===== config.mk =====
export PLATFORM = sky130hd
export DESIGN_NAME = fc_out
export DESIGN_NICKNAME = d
export VERILOG_FILES = /design/src/rtl/fc_out_pkg.sv /design/src/rtl/fc_out_mac_sat.sv /design/src/rtl/fc_out.sv
export SDC_FILE = /design/constraint.sdc
export NUM_CORES = 2
export LEC_CHECK = 0
export ABC_CLOCK_PERIOD_IN_PS = 19300
export CORE_AREA = 2 2 601 603
export DETAILED_ROUTE_END_ITERATION = 6
export DIE_AREA = 0 0 603 605
export GPL_TIMING_DRIVEN = 1
export SLEW_MARGIN = 10
export SYNTH_ARGS = -nofsm -noshare
export SYNTH_HDL_FRONTEND = slang
export SYNTH_SLANG_ARGS = --single-unit

===== constraint.sdc =====
create_clock -name clk -period 19.3 [get_ports clk]
set_input_delay 2.895 -clock clk [delete_from_list [all_inputs] [get_ports clk]]
set_output_delay 2.895 -clock clk [all_outputs]
set_load 0.03 [all_outputs]

===== src/rtl/fc_out_pkg.sv =====
// fc_out_pkg: shared definitions for the fully-connected output layer.
//   state_t          : FSM state encoding used by fc_out
//   FRAC_DEF         : default number of fractional bits per word
//   W_DEF            : default word width
//   SAT_MAX/SAT_MIN  : saturation limits for the default word width
package fc_out_pkg;

    typedef enum logic [1:0] {
        IDLE = 2'd0,
        MAC  = 2'd1,
        DONE = 2'd2
    } state_t;

    localparam int FRAC_DEF = 24;
    localparam int W_DEF    = 32;

    localparam logic [W_DEF-1:0] SAT_MAX = 32'h7FFF_FFFF;
    localparam logic [W_DEF-1:0] SAT_MIN = 32'h8000_0000;

endpackage


===== src/rtl/fc_out_mac_sat.sv =====
// mac_sat: one multiply-accumulate per enabled cycle, plus saturation of the
// accumulator back to a WIDTH-bit word.
//   clk, rst : clock, async active-high reset
//   en       : perform a MAC this cycle
//   first    : preload the sign-extended bias instead of the running sum
//   w, h, b  : weight, hidden element, bias (signed fixed point)
//   y_sat    : current accumulator saturated to WIDTH bits
module mac_sat #(
    parameter int WIDTH = 32,
    parameter int FRAC  = 24
) (
    input  logic             clk,
    input  logic             rst,
    input  logic             en,
    input  logic             first,
    input  logic [WIDTH-1:0] w,
    input  logic [WIDTH-1:0] h,
    input  logic [WIDTH-1:0] b,
    output logic [WIDTH-1:0] y_sat
);

    localparam int ACCW = WIDTH + 8;

    localparam logic [WIDTH-1:0] SAT_HI = {1'b0, {(WIDTH-1){1'b1}}};
    localparam logic [WIDTH-1:0] SAT_LO = {1'b1, {(WIDTH-1){1'b0}}};

    logic signed [2*WIDTH-1:0] prod;
    logic signed [ACCW-1:0]    term;
    logic signed [ACCW-1:0]    base;
    logic signed [ACCW-1:0]    acc_q;
    logic signed [ACCW-1:0]    acc_d;
    logic                      in_range;

    assign prod  = $signed(w) * $signed(h);
    assign term  = ACCW'(prod >>> FRAC);
    assign base  = first ? {{8{b[WIDTH-1]}}, b} : acc_q;
    assign acc_d = base + term;

    always_ff @(posedge clk or posedge rst) begin
        if (rst) begin
            acc_q <= '0;
        end else if (en) begin
            acc_d_reg_update: acc_q <= acc_d;
        end
    end

    // The value fits in WIDTH bits when every bit above the WIDTH-1 sign
    // position matches that sign bit.
    assign in_range = (acc_q[ACCW-1:WIDTH-1] == '0) || (acc_q[ACCW-1:WIDTH-1] == '1);

    always_comb begin
        y_sat = acc_q[WIDTH-1:0];
        if (!in_range) begin
            y_sat = acc_q[ACCW-1] ? SAT_LO : SAT_HI;
        end
    end

endmodule


===== src/rtl/fc_out.sv =====
// fc_out: fully-connected output layer with argmax classification.
// Accepts a hidden-state vector, computes y_j = sat(b_j + sum_k (w(j,k)*h(k)) >>> FRAC)
// with one MAC per cycle, and presents y plus the argmax index.
//   clk, rst         : clock, async active-high reset
//   i_h, i_valid     : hidden-state vector and its valid; o_ready = accepting
//   i_w, i_b         : quasi-static weights and biases
//   o_y, o_class     : output vector and argmax index (lowest index on ties)
//   o_valid, i_ready : output handshake
//
// state | meaning
// IDLE  | waiting for i_valid, o_ready=1
// MAC   | one MAC per cycle over (j,k); final cycle drains the last y write
// DONE  | o_y/o_class valid, held until i_ready
module fc_out
    import fc_out_pkg::*;
#(
    parameter int WIDTH    = 32,
    parameter int NUM_LSTM = 8,
    parameter int NUM_OUT  = 4,
    parameter int FRAC     = FRAC_DEF
) (
    input  logic                              clk,
    input  logic                              rst,
    input  logic [NUM_LSTM*WIDTH-1:0]         i_h,
    input  logic                              i_valid,
    output logic                              o_ready,
    input  logic [NUM_OUT*NUM_LSTM*WIDTH-1:0] i_w,
    input  logic [NUM_OUT*WIDTH-1:0]          i_b,
    output logic [NUM_OUT*WIDTH-1:0]          o_y,
    output logic [$clog2(NUM_OUT)-1:0]        o_class,
    output logic                              o_valid,
    input  logic                              i_ready
);

    localparam int JW = $clog2(NUM_OUT + 1);
    localparam int CW = $clog2(NUM_OUT);
    localparam int KW = $clog2(NUM_LSTM);

    state_t state_q, state_d;

    logic [NUM_LSTM*WIDTH-1:0] h_buf;
    logic [JW-1:0]             j;
    logic [KW-1:0]             k;
    logic [CW-1:0]             j_idx;
    logic                      drain;
    logic                      k_last;
    logic                      mac_en;
    logic [WIDTH-1:0]          w_sel, h_sel, b_sel, y_sat;
    logic                      wr_pend;
    logic [CW-1:0]             wr_idx;
    logic [NUM_OUT*WIDTH-1:0]  y_q;
    logic [WIDTH-1:0]          best;
    logic [CW-1:0]             cls;

    assign j_idx  = j[CW-1:0];
    // j reaches NUM_OUT for one cycle after the last MAC so the final
    // saturated write (one cycle behind the accumulator) can land.
    assign drain  = (j == JW'(NUM_OUT));
    assign k_last = (k == KW'(NUM_LSTM - 1));
    assign mac_en = (state_q == MAC) && !drain;

    assign w_sel = i_w[(int'(j_idx) * NUM_LSTM + int'(k)) * WIDTH +: WIDTH];
    assign h_sel = h_buf[int'(k) * WIDTH +: WIDTH];
    assign b_sel = i_b[int'(j_idx) * WIDTH +: WIDTH];

    mac_sat #(
        .WIDTH (WIDTH),
        .FRAC  (FRAC)
    ) u_mac_sat (
        .clk   (clk),
        .rst   (rst),
        .en    (mac_en),
        .first (k == '0),
        .w     (w_sel),
        .h     (h_sel),
        .b     (b_sel),
        .y_sat (y_sat)
    );

    always_ff @(posedge clk or posedge rst) begin
        if (rst) begin
            state_q <= IDLE;
        end else begin
            state_q <= state_d;
        end
    end

    always_comb begin
        state_d = state_q;
        case (state_q)
            IDLE:    if (i_valid) state_d = MAC;
            MAC:     if (drain)   state_d = DONE;
            DONE:    if (i_ready) state_d = IDLE;
            default: state_d = IDLE;
        endcase
    end

    always_ff @(posedge clk or posedge rst) begin
        if (rst) begin
            h_buf   <= '0;
            j       <= '0;
            k       <= '0;
            wr_pend <= 1'b0;
            wr_idx  <= '0;
            y_q     <= '0;
            best    <= '0;
            cls     <= '0;
        end else begin
            wr_pend <= 1'b0;
            if (state_q == IDLE && i_valid) begin
                h_buf <= i_h;
                j     <= '0;
                k     <= '0;
            end
            if (mac_en) begin
                if (k_last) begin
                    k       <= '0;
                    j       <= j + 1'b1;
                    wr_pend <= 1'b1;
                    wr_idx  <= j_idx;
                end else begin
                    k <= k + 1'b1;
                end
            end
            if (wr_pend) begin
                y_q[int'(wr_idx) * WIDTH +: WIDTH] <= y_sat;
                // Strict compare keeps the earlier (lower) index on ties.
                if (wr_idx == '0 || $signed(y_sat) > $signed(best)) begin
                    best <= y_sat;
                    cls  <= wr_idx;
                end
            end
        end
    end

    assign o_ready = (state_q == IDLE);
    assign o_valid = (state_q == DONE);
    assign o_y     = y_q;
    assign o_class = cls;

endmodule


* Word level (Yosys, flattened, before mapping) *
Index checks and enable logic that the tools add are counted.

storage, ports and cells
  register bits = 469
  logic and storage cells = 59
  output and inout port bits = 132
  bits of input ports = 1412

operators by class
  equality and inequality tests = 8
  reductions and logical operators = 13
  $mul = 1
  order comparisons = 1
  $add $sub $neg = 5
  shift-type cells = 5
  mux-type cells = 16

operators by type and width
  cell                                                     count
  variable part select 1024 x 12 -> 32 bit                 1
  variable part select 256 x 9 -> 32 bit                   1
  bitwise mux 128 bit                                      1
  variable shift 32 x 33 -> 128 bit, first input constant  1
  variable part select 128 x 8 -> 32 bit                   1
  variable part select 32 x 33 -> 128 bit                  1
  multiplier 32 x 32 -> 64 bit                             1
  2-to-1 mux 32 bit                                        2
  adder 40 bit                                             1
  2-to-1 mux 40 bit                                        1
  negation 7 -> 33 bit                                     1
  > comparator 32 bit                                      1
  2-to-1 mux 3 bit                                         6
  == test 9 bit, second input constant                     1
  zero test 9 bit                                          1
  adder 3 x 1 -> 3 bit, second input constant              2
  adder 5 x 3 -> 6 bit                                     1
  == test 3 bit, second input constant                     2
  2-to-1 mux 2 bit                                         3
  case mux 2 bit (3 select lines)                          1
  zero test 2 bit                                          2
  != test 2 bit, second input constant                     2
  AND reduction 2 bit                                      2
  zero test 3 bit                                          1
  other kinds (9)                                          12

* Longest topological paths before layout *
  depth in word-level cells = 6
  mapped depth = 53
  mapped depth without buffers = 46

* Hierarchy *
Synthesis repeated with hierarchy kept, for this count alone.

unflattened totals
  cells, all modules = 6479
  area, all modules = 66765.3 um^2

modules (own cells, without submodules)
  module   sequential area each (um^2)  cells each  times used  area each (um^2)
  mac_sat  1001.0                       4217        1           39445.3
  fc_out   10735.3                      2262        1           27320.0

* Least setup slack after synthesis *
No wires, ideal clock.

  path kind = input port to flip-flop
  start = input port i_w[495]
  end = register u_mac_sat.acc_q[39]
  stages = 43
  path slack = 5.869 ns
  setup time = 0.087 ns
  data required time = 19.213 ns
  data arrival time = 13.344 ns
  buffers on the path = 3
  path through = mux4_2 mux4_2 nand2_1 and2_1 clkbuf_1 clkbuf_1 nor2_1 fa_1 fa_1 inv_1 fa_1 inv_1 fa_1 fa_1 inv_1 fa_1 fa_1 fa_1 [7 not listed] o21ai_0 a2111oi_0 a21oi_2 o21ai_2 and2_2 o21ai_1 a221oi_2 ha_1 and3_1 and3_1 and4_1 o21ai_1 a31oi_1 o21ai_0 nor2b_1 nor3_1 a311o_1 a22oi_1

between the ends
  word-level cells in the longest chain between the ends = 3

RTL lines
  item                                      RTL line              source
  from (decl)                               fc_out.sv:27          input logic [NUM_OUT*NUM_LSTM*WIDTH-1:0] i_w,
  variable part select 1024 x 12 -> 32 bit  fc_out.sv:62          assign w_sel = i_w[(int'(j_idx) * NUM_LSTM + int'(k)) * WIDTH +: WIDTH];
  multiplier 32 x 32 -> 64 bit              fc_out_mac_sat.sv:34  assign prod = $signed(w) * $signed(h);
  adder 40 bit                              fc_out_mac_sat.sv:37  assign acc_d = base + term;
  to (signal assigned)                      fc_out_mac_sat.sv:41  acc_q <= '0;
  to (signal assigned)                      fc_out_mac_sat.sv:43  acc_d_reg_update: acc_q <= acc_d;
  to (decl)                                 fc_out_mac_sat.sv:30  logic signed [ACCW-1:0] acc_q;

Every way passes these cells.
A chain may end at the register's enable or synchronous reset.

* Worst setup path in the final report *
  start = input port i_w[977]
  end = register u_mac_sat.acc_q[39]

The elaborated chain is that of the path after synthesis.

==> results_dict.tcl <==
set metrics [dict create \
    routed-via-count 59840 \
    grt_pass1_vias 60020 \
    timing.critical_path.to_type "register" \
    fin_area_mm2 0.09055 \
    synth.largest_area_cell "sky130_fd_sc_hd__fa_1" \
    timing.critical_path.fanout_max 20 \
    detailedRoute.firstPassIterationCount 6 \
    wl_per_cell_um 31.13 \
    die_area_mm2 0.3648 \
    finalHoldViolations 0 \
    yosys.area_share.adder_pct 37.65 \
    layout_commonest_cell "sky130_fd_sc_hd__nand2_1" \
    place_hpwl_um 352900 \
    setup-violations-final 0 \
    synthSimpleGateAreaFrac_pct 13.82 \
    number_of_flops_mapped_to_enable_cells_by_yosys 0 \
    crit_arrival_ns 16.39 \
    postSynthCellCount 6744 \
    largest_family_of_logic_cells_by_synthesized_area "adder cells" \
    cts_resized 0 \
    flow.area_growth_from_synthesis_pct 36.56 \
    synthesis.area_per_instance_um2 9.832 \
    route.final.wire_length_um 415900 \
    floorplan.core_area_mm2 0.3581 \
    initialDrtViolationCount 5812 \
    postPlaceCellArea_mm2 0.08734 \
    synthesized_netlist_net_count 9502 \
    num_rows 220 \
    synth_compound_area_share_pct 5.953 \
    ys_warn_count 0 \
    fin_worst_skew_ns 0.06401 \
    start_util_pct 18.52 \
    max_stage_delay_ns 0.77 \
    layout_common_cells "sky130_fd_sc_hd__nand2_1, sky130_fd_sc_hd__clkdlybuf4s50_1, sky130_fd_sc_hd__fa_1" \
    max_freq_ghz 0.06362 \
    numClockSinks 469 \
    timing.max_slew.rel_slack_pct 13.45 \
    clock_path_buffers 3 \
    cts_tree "built" \
    post-cts-setup-buffer-count 0 \
    dieHeight_um 605 \
    worst_skew_pair.late_latency_ns 0.76 \
    post-synth-top-area-fraction_pct 32.67 \
    boundaryPins 1544 \
    die_width_um 603 \
    total_routing_usage_gr_pct 22.40 \
    final.min_clock_period_ns 15.72 \
    place.gp.congestion 1.048 \
    area_of_the_multi_input_gates_mm2 0.04925 \
    critical-path-slowest-cell "sky130_fd_sc_hd__nand2_1" \
    ys_async_sr_fraction_pct 100.0 \
    grt_setup_unrepaired "no" \
    critical_path_class "in2reg" \
    seq_total_area_yosys_pct 17.70 \
    drv.max_cap_violation_count 0 \
    cp-start-kind "input port" \
    report.final.slew_viol_count 0 \
    run_status "complete, no violations" \
    setup_total_neg_slack_ns 0 \
    grt_pass1_wl_um 545900 \
    tightest_slew_ns 1.265 \
    critical_path_required_ns 19.97 \
    critical_path_buf_inv_count 2 \
    post_synthesis_register_bit_count 469 \
    yosys_most_used_dff "sky130_fd_sc_hd__dfrtp_1" \
    detail_route.vias_per_cell 4.479 \
    yosys-mux-area-fraction_pct 15.31 \
    seq_area_mm2 0.01176 \
    fin_nets 10830 \
    numCtsBuffers 59 \
    detail-route-antenna-nets 0 \
    post-route-period-util_pct 81.44 \
    maximum_number_of_pins_on_one_net_before_global_route_repair 118 \
    cts_root_buffer "sky130_fd_sc_hd__clkbuf_16" \
    grt_antenna_before_repair 275 \
    critical-path-top-cell-by-count "sky130_fd_sc_hd__fa_1" \
    placement.io_buffers 1543 \
    yosys.area_share.xor_xnor_pct 1.162 \
    synthTopCellsByArea "sky130_fd_sc_hd__fa_1, sky130_fd_sc_hd__dfrtp_1, sky130_fd_sc_hd__mux4_2" \
    mappedNetlistArea_mm2 0.06631 \
    cts.clk_slew.worst_paths_ns 0.06 \
    cts_hold_repair.buffers 0 \
    synth_cell_type_count 75 \
    final_layout_size_suffix_gt1_share_pct 9.105 \
    cts.htree.levels 2 \
    critical_path.top_delay_family "adder cells" \
    grt.overflow.total 0 \
    layout.filler_cells 38450 \
    route.detailed.drc 0 \
    worst_hold_path_type "reg2reg" \
]
[Yosys cell counts, types with 8 or more instances]
master and instances:
sky130_fd_sc_hd__mux4_2 396, sky130_fd_sc_hd__a22oi_1 12, sky130_fd_sc_hd__inv_1 1027, sky130_fd_sc_hd__buf_1 26, sky130_fd_sc_hd__nor2_1 505, sky130_fd_sc_hd__dfrtp_1 469, sky130_fd_sc_hd__and3_1 8, sky130_fd_sc_hd__clkbuf_1 273
sky130_fd_sc_hd__o21a_1 21, sky130_fd_sc_hd__buf_4 11, sky130_fd_sc_hd__ha_1 264, sky130_fd_sc_hd__o21ai_0 84, sky130_fd_sc_hd__buf_2 93, sky130_fd_sc_hd__a21oi_1 110, sky130_fd_sc_hd__nor2b_1 18, sky130_fd_sc_hd__nand3_1 27
sky130_fd_sc_hd__mux2i_1 51, sky130_fd_sc_hd__a21o_1 95, sky130_fd_sc_hd__xnor2_1 61, sky130_fd_sc_hd__and2_1 38, sky130_fd_sc_hd__o21bai_1 14, sky130_fd_sc_hd__a2111oi_0 8, sky130_fd_sc_hd__mux2_2 64, sky130_fd_sc_hd__a22o_1 129
sky130_fd_sc_hd__nand4_1 25, sky130_fd_sc_hd__a211oi_1 15, sky130_fd_sc_hd__fa_1 1082, sky130_fd_sc_hd__nor3_1 20, sky130_fd_sc_hd__nand2_1 1652, sky130_fd_sc_hd__xor2_1 27
[worst reg2reg max path, delay by kind of cell (launching register included)]
| family | cells | cell delay [ns] |
|---|---|---|
| buffers and inverters | 4 | 1.93 |
| AO/OA/AOI/OAI | 16 | 5.37 |
| adder cells (fa/ha/maj) | 10 | 4.53 |
| flip-flops | 1 | 0.54 |
| AND/OR/NAND/NOR | 9 | 2.58 |
| XOR/XNOR | 1 | 0.12 |
[stage by stage]
step / cells / utilization [%] / setup slack (ns) / hold slack [ns]
6_report: 13360 / 25.28 / 3.581 / 0.4688
5_1_grt: 13270 / 25.22 / 3.040 / 0.4897
4_1_cts: 12890 / 24.96 / 3.774 / 0.4728
3_5_place_dp: 12780 / 24.39 / 2.978 / 0.4577
3_3_place_gp: 12780 / 24.39 / 3.105 / 0.4524
2_1_floorplan: 6744 / - / 3.324 / 0.4403
[path summary, 6_finish.rpt]
path | startpoint | slack (ns) | to | cells past startpoint
worst min-delay path | h_buf[114]$_DFFE_PP0P_ | 0.47 | h_buf[114]$_DFFE_PP0P_ | 2
worst min register to register | h_buf[114]$_DFFE_PP0P_ | 0.47 | h_buf[114]$_DFFE_PP0P_ | 2
max in group asynchronous | rst | 13.12 | h_buf[255]$_DFFE_PP0P_ | 6
worst max register to register | k[1]$_DFFE_PP0P_ | 4.17 | u_mac_sat.acc_q[39]$_DFFE_PP0P_ | 40
min in group asynchronous | rst | 2.67 | o_y[83]$_DFFE_PP0P_ | 2
worst max-delay path | i_w[977] | 3.58 | u_mac_sat.acc_q[39]$_DFFE_PP0P_ | 39
[state kept, by name (all words and copies together) (netlist names)]
name,cells
h_buf,256
o_y,128
u_mac_sat.acc_q,40
best,32
j,3
k,3
o_class,2
state_q,2
wr_idx,2
wr_pend,1
[routing by layer]
layer | vias to the layer above | share of wire, % | GRT usage, %
li1 | 24670 | - | -
met1 | 30760 | 38 | 27.34
met2 | 3485 | 43 | 32.97
met3 | 813 | 9.8 | 6.631
met4 | 106 | 9.0 | 17.56
met5 | - | 0.25 | 0
[cells by family (layout without fill, tap and decap cells)]
| group | count (synthesis) | after routing |
|---|---|---|
| AO/OA/AOI/OAI | 560 | 560 |
| XOR/XNOR | 88 | 88 |
| adder cells (fa/ha/maj) | 1346 | 1346 |
| buffers and inverters | 1440 | 2812 |
| flip-flops | 469 | 469 |
| multiplexers | 511 | 511 |
| other | 0 | 471 |
| AND/OR/NAND/NOR | 2330 | 2330 |
[layout make-up]
class                      count  area share (%)
clock buffer                  79           1.835
clock inverter                30          0.4118
multi-input combinational   4835           54.40
timing repair buffer        1669           18.18
inverter                    1034           4.295
tap                         4773           6.595
antenna                      471           1.302
sequential                   469           12.98
Power is not shown: default switching activity piles up to over one toggle a cycle in this logic, so the estimate is an artifact.
